[config.mk]
export PLATFORM = sky130hd
export DESIGN_NAME = muldiv_seq
export DESIGN_NICKNAME = d
export VERILOG_FILES = /design/src/rtl/muldiv_seq.sv
export SDC_FILE = /design/constraint.sdc
export NUM_CORES = 1
export LEC_CHECK = 0
export CAP_MARGIN = 0
export CORE_MARGIN = 3
export CORE_UTILIZATION = 53
export DETAILED_ROUTE_END_ITERATION = 16
export PLACE_DENSITY = 0.8
export SYNTH_ARGS = -nofsm -noshare
export SYNTH_HDL_FRONTEND = slang
export SYNTH_SLANG_ARGS = --single-unit
export TNS_END_PERCENT = 50
[constraint.sdc]
create_clock -name clk -period 8.77 [get_ports clk]
set_input_delay 1.3155 -clock clk [delete_from_list [all_inputs] [get_ports clk]]
set_output_delay 1.3155 -clock clk [all_outputs]
set_load 0.02 [all_outputs]
[src/rtl/muldiv_seq.sv]
// muldiv_seq: iterative MULT/MULTU/DIV/DIVU sequencer that owns HI/LO; rev 1.0
// Optional build macro MULDIV_DIVZERO_FAST_EN: divide-by-zero finishes in one cycle.
`default_nettype none

module muldiv_seq #(
  parameter int WIDTH = 32
) (
  input  logic             clk,
  input  logic             rst,
  input  logic             valid_in,
  input  logic [5:0]       ALU_Op,
  input  logic [WIDTH-1:0] rs_val,
  input  logic [WIDTH-1:0] rt_val,
  output logic             stall,
  output logic             busy,
  output logic             done,
  output logic             div_zero,
  output logic [WIDTH-1:0] hi,
  output logic [WIDTH-1:0] lo,
  output logic [WIDTH-1:0] result
);

  localparam logic [5:0] OP_MFHI  = 6'h10;
  localparam logic [5:0] OP_MTHI  = 6'h11;
  localparam logic [5:0] OP_MFLO  = 6'h12;
  localparam logic [5:0] OP_MTLO  = 6'h13;
  localparam logic [5:0] OP_MULT  = 6'h18;
  localparam logic [5:0] OP_MULTU = 6'h19;
  localparam logic [5:0] OP_DIV   = 6'h1A;
  localparam logic [5:0] OP_DIVU  = 6'h1B;
  localparam int         CW       = $clog2(WIDTH + 1);

  typedef enum logic [1:0] {
    S_IDLE = 2'd0,
    S_MUL  = 2'd1,
    S_DIV  = 2'd2,
    S_FIX  = 2'd3
  } state_t;

  state_t             state;
  logic [2*WIDTH-1:0] acc;     // MUL: {partial hi, multiplier}; DIV: {remainder, quotient}
  logic [WIDTH-1:0]   opb;
  logic [CW-1:0]      cnt;
  logic               is_div;
  logic               neg_q;
  logic               neg_r;
`ifdef MULDIV_DIVZERO_FAST_EN
  logic               dz_skip;
`endif

  logic               is_md;
  logic               is_hilo;
  logic               signed_op;
  logic               a_neg;
  logic               b_neg;
  logic [WIDTH-1:0]   a_mag;
  logic [WIDTH-1:0]   b_mag;
  logic               accept;
  logic [WIDTH:0]     mul_sum;
  logic [WIDTH:0]     div_trial;
  logic [2*WIDTH-1:0] prod_fix;
  logic [WIDTH-1:0]   q_fix;
  logic [WIDTH-1:0]   r_fix;

  assign is_md     = ALU_Op inside {OP_MULT, OP_MULTU, OP_DIV, OP_DIVU};
  assign is_hilo   = ALU_Op inside {OP_MFHI, OP_MTHI, OP_MFLO, OP_MTLO};
  assign signed_op = is_md & ~ALU_Op[0];
  assign a_neg     = signed_op & rs_val[WIDTH-1];
  assign b_neg     = signed_op & rt_val[WIDTH-1];
  assign a_mag     = a_neg ? -rs_val : rs_val;
  assign b_mag     = b_neg ? -rt_val : rt_val;
  assign accept    = valid_in & is_md & ~busy;
  assign stall     = valid_in & busy & (is_md | is_hilo);

  assign mul_sum   = {1'b0, acc[2*WIDTH-1:WIDTH]} + (acc[0] ? {1'b0, opb} : '0);
  // A clear borrow bit means the shifted remainder is at least the divisor.
  assign div_trial = {acc[2*WIDTH-1:WIDTH], acc[WIDTH-1]} - {1'b0, opb};
  assign prod_fix  = neg_q ? -acc : acc;
  assign q_fix     = neg_q ? -acc[WIDTH-1:0] : acc[WIDTH-1:0];
  assign r_fix     = neg_r ? -acc[2*WIDTH-1:WIDTH] : acc[2*WIDTH-1:WIDTH];

  always_comb begin
    result = '0;
    if (ALU_Op == OP_MFHI)      result = hi;
    else if (ALU_Op == OP_MFLO) result = lo;
  end

  always_ff @(posedge clk or posedge rst) begin
    if (rst) begin
      state  <= S_IDLE;
      busy   <= 1'b0;
      done   <= 1'b0;
      hi     <= '0;
      lo     <= '0;
      acc    <= '0;
      opb    <= '0;
      cnt    <= '0;
      is_div <= 1'b0;
      neg_q  <= 1'b0;
      neg_r  <= 1'b0;
`ifdef MULDIV_DIVZERO_FAST_EN
      dz_skip  <= 1'b0;
      div_zero <= 1'b0;
`endif
    end else begin
      done <= 1'b0;
`ifdef MULDIV_DIVZERO_FAST_EN
      div_zero <= 1'b0;
`endif
      case (state)
        S_IDLE: begin
          if (accept) begin
            busy   <= 1'b1;
            acc    <= {{WIDTH{1'b0}}, a_mag};
            opb    <= b_mag;
            cnt    <= CW'(WIDTH - 1);
            is_div <= ALU_Op[1];
            neg_q  <= a_neg ^ b_neg;
            neg_r  <= a_neg;
            state  <= ALU_Op[1] ? S_DIV : S_MUL;
`ifdef MULDIV_DIVZERO_FAST_EN
            dz_skip <= ALU_Op[1] && (rt_val == '0);
            if (ALU_Op[1] && (rt_val == '0)) state <= S_FIX;
`endif
          end else if (valid_in && ALU_Op == OP_MTHI) begin
            hi <= rs_val;
          end else if (valid_in && ALU_Op == OP_MTLO) begin
            lo <= rs_val;
          end
        end
        S_MUL: begin
          acc <= {mul_sum, acc[WIDTH-1:1]};
          cnt <= cnt - 1'b1;
          if (cnt == '0) state <= S_FIX;
        end
        S_DIV: begin
          if (!div_trial[WIDTH]) acc <= {div_trial[WIDTH-1:0], acc[WIDTH-2:0], 1'b1};
          else                   acc <= {acc[2*WIDTH-2:0], 1'b0};
          cnt <= cnt - 1'b1;
          if (cnt == '0) state <= S_FIX;
        end
        S_FIX: begin
          busy  <= 1'b0;
          done  <= 1'b1;
          state <= S_IDLE;
`ifdef MULDIV_DIVZERO_FAST_EN
          if (dz_skip) begin
            div_zero <= 1'b1;
          end else
`endif
          if (is_div) begin
            lo <= q_fix;
            hi <= r_fix;
          end else begin
            {hi, lo} <= prod_fix;
          end
        end
        default: state <= S_IDLE;
      endcase
    end
  end

`ifndef MULDIV_DIVZERO_FAST_EN
  assign div_zero = 1'b0;
`endif

endmodule

`default_nettype wire
==> flow_metrics.env <==
export IMPL_final_cell_mix="nand2_1, o21ai_0, dfrtp_1, clkdlybuf4s50_1, nor2_1"
export IMPL_timing_final_ws_setup_ns=3.98
export IMPL_path_cells="clkdlybuf4s50_1, nor4b_1, nand2b_1, buf_4, nor2_1, clkdlybuf4s50_1"
export IMPL_final_core_util_pct=62.8
export IMPL_dr_wl_met2_um=20800
export IMPL_fin_tns_setup_ns=0
export IMPL_boundaryPins=173
export IMPL_endpoint_kind="output port"
export IMPL_synth_seq_cells=173
export IMPL_dieArea_um2=29600
export IMPL_synthToLayoutAreaGrowth_pct=16.3
export IMPL_grt_pass1_vias=13200
export IMPL_drc=0
export IMPL_detail_route_antenna_nets=0
export IMPL_nets=2095
export IMPL_hold_viol_final=0
export IMPL_worst_slew_pin_slew_ns=1.09
export IMPL_die_w_um=172
export IMPL_critPathBufInv=3
export IMPL_synthesis_nets=2001
export IMPL_p_per_area_nw_per_um2=117
export IMPL_yosysWarnings=0
export IMPL_cp_start_kind="input pin"
export IMPL_async_flop_share_pct=100
export IMPL_coreArea_um2=27000
export IMPL_fill_cells=2319
export IMPL_portBuffers=171
export IMPL_clk_latency_ns=0.45
export IMPL_rsz0062_at_grt="no"
export IMPL_clock_sinks=173
export IMPL_root_buffer="clkbuf_16"
export IMPL_period_share_pct=54.6
export IMPL_rows=60
export IMPL_clock_path_buffers=2
export IMPL_cpMostUsedCell="clkdlybuf4s50_1"
export IMPL_hp_class="reg2reg"
export IMPL_hpwlAfterDp_um=33300
export IMPL_htree_num_levels=4
export IMPL_crit_path_max_fanout=32
export IMPL_synth_seq_area_share_pct=29.7
export IMPL_grt_max_degree=109
export IMPL_grt_antenna_before_repair=1
export IMPL_synthCells=1852
export IMPL_arrival_ns=3.47
export IMPL_setup_viol=0
export IMPL_ir_worst_vdd_v=0.000125
export IMPL_gp_congestion=0.969
export IMPL_p_leak_nw=7.30
export IMPL_min_delay_path_depth=2
export IMPL_drv_cap=0
export IMPL_wl_met1_um=18300
export IMPL_multi_input_area_um2=9570
export IMPL_place_ws_ns=3.95
export IMPL_hold_buffers=0
export IMPL_synth_area_per_cell_um2=7.88
export IMPL_cp_data_required_time_ns=7.45
export IMPL_drive_above_1_share_pct=3.83
export IMPL_final_common_cell="nand2_1"
export IMPL_dr_wl_met3_um=3800
export IMPL_drt_iter0_drc=1311
export IMPL_fmax_ghz=0.209
export IMPL_synth_ff_type="dfrtp_1"
export IMPL_crit_path_max_incr_delay_ns=0.62
export IMPL_regArea_um2=4330
export IMPL_fin_crit_ns=4.79
export IMPL_cp_top_family="buffers and inverters"
export IMPL_slew_viol_final=0
export IMPL_worst_clock_skew_ns=0.0183
export IMPL_post_cts_resized=0
export IMPL_via_per_inst=6.24
export IMPL_cts_buffers=17
export IMPL_drt_wl_total_um=44600
export IMPL_cts_tree="yes"
export IMPL_fin_cells=2301
export IMPL_clk_pin_slew_ns=0.07
export IMPL_cp_depth=6
export IMPL_die_y_um=172
export IMPL_grt_pass1_wl_um=69700
export IMPL_syn_area_um2=14600
export IMPL_status="complete, no violations"
export IMPL_slew_headroom_pct=27.1
export IMPL_r2r_cells=13
export IMPL_start_util_pct=54.0
export IMPL_highest_layer="met5"
export IMPL_grt_usage_pct=29.4
export IMPL_numPlacedInstances=2268
export IMPL_vias=14400
export IMPL_overflow=0
export IMPL_synth_edff_count=0
export IMPL_postCtsSetupBuffers=0
export IMPL_synth_cell_types=79
export IMPL_cp_slowest_cell="clkdlybuf4s50_1"
export IMPL_critPathKind="in2out"
export IMPL_first_pass_iters=7
export IMPL_wl_per_cell_um=19.4
==> worst reg2reg max path, delay by kind of cell, from the launching register on <==
family | cells | cell delay, ns
AND/OR/NAND/NOR | 2 | 0.22
AO/OA/AOI/OAI | 9 | 2.44
adder cells (fa/ha/maj) | 1 | 0.39
buffers and inverters | 1 | 0.81
flip-flops | 1 | 0.47
==> per-layer routing <==
| layer | global-route usage [%] | vias to the layer above |
|---|---|---|
| met3 | 5.03 | 123 |
| met4 | 11.7 | 2 |
| met5 | 0 | - |
| met2 | 49.4 | 701 |
| li1 | - | 6793 |
| met1 | 37.9 | 6732 |
==> logic make-up after synthesis <==
family          after synthesis  synth area share, %
compound gates              595                 25.0
other cells                   1               0.0257
fa+ha+maj                    76                 6.62
buf+inv                     174                 4.95
xor+xnor                    175                 10.5
simple gates                587                 18.3
mux                          71                 4.91
flops                       173                 29.7
==> synthesized netlist by cell type, drive strengths merged (16+ instances only) <==
master	number	area share, %
a21o	38	2.0
xor2	90	5.4
mux2i	66	4.5
clkbuf	97	2.6
ha	74	6.3
nor2	137	3.5
o21ai	255	8.8
a21oi	114	3.9
xnor2	85	5.1
dfrtp	173	30
nand3	19	0.65
o31ai	21	1.1
nor3	27	0.93
a211oi	24	1.2
nor4	16	0.69
inv	66	1.7
nor2b	16	0.69
nand2	271	7.0
a22oi	47	2.4
nand2b	20	0.86
==> registers in the layout, summed over array words and instances, names as in the netlist <==
| register | count |
|---|---|
| hi | 32 |
| opb | 32 |
| neg_r | 1 |
| state | 2 |
| cnt | 6 |
| neg_q | 1 |
| busy | 1 |
| done | 1 |
| is_div | 1 |
| lo | 32 |
| acc | 64 |
==> worst paths after layout <==
path | slack (ns) | end | startpoint
max reg2reg | 4.35 | acc[60] | acc[0]
max in group asynchronous | 5.82 | opb[29] | rst
min in group asynchronous | 1.41 | state[1] | rst
max | 3.98 | result[18] | ALU_Op[0]
min reg2reg | 0.48 | opb[19] | opb[19]
min | 0.48 | opb[19] | opb[19]
==> through the flow <==
| step | cell area (um^2) | hold slack (ns) | power, mW |
|---|---|---|---|
| floorplan | 14600 | 0.449 | 1.05 |
| global placement | 16400 | 0.462 | 1.23 |
| detailed placement | 16400 | 0.471 | 1.24 |
| CTS | 17000 | 0.486 | 2.00 |
| global route | 17000 | 0.503 | 2.06 |
| finish | 17000 | 0.478 | 1.99 |
==> area by class of cell <==
type / instances / share of cell area (%)
multi-input combinational: 1505 / 56.4
clock buffer: 18 / 2.59
sequential: 173 / 25.5
antenna: 1 / 0.0147
clock inverter: 14 / 0.885
inverter: 66 / 1.49
timing repair buffer: 183 / 10.6
tap: 341 / 2.51
==> power by group <==
| part | internal [mW] | switching (mW) |
|---|---|---|
| combinational | 0.155 | 0.177 |
| sequential | 0.842 | 0.0451 |
| clock | 0.388 | 0.384 |
| total | 1.39 | 0.606 |
(Power assumes the default switching activity.)
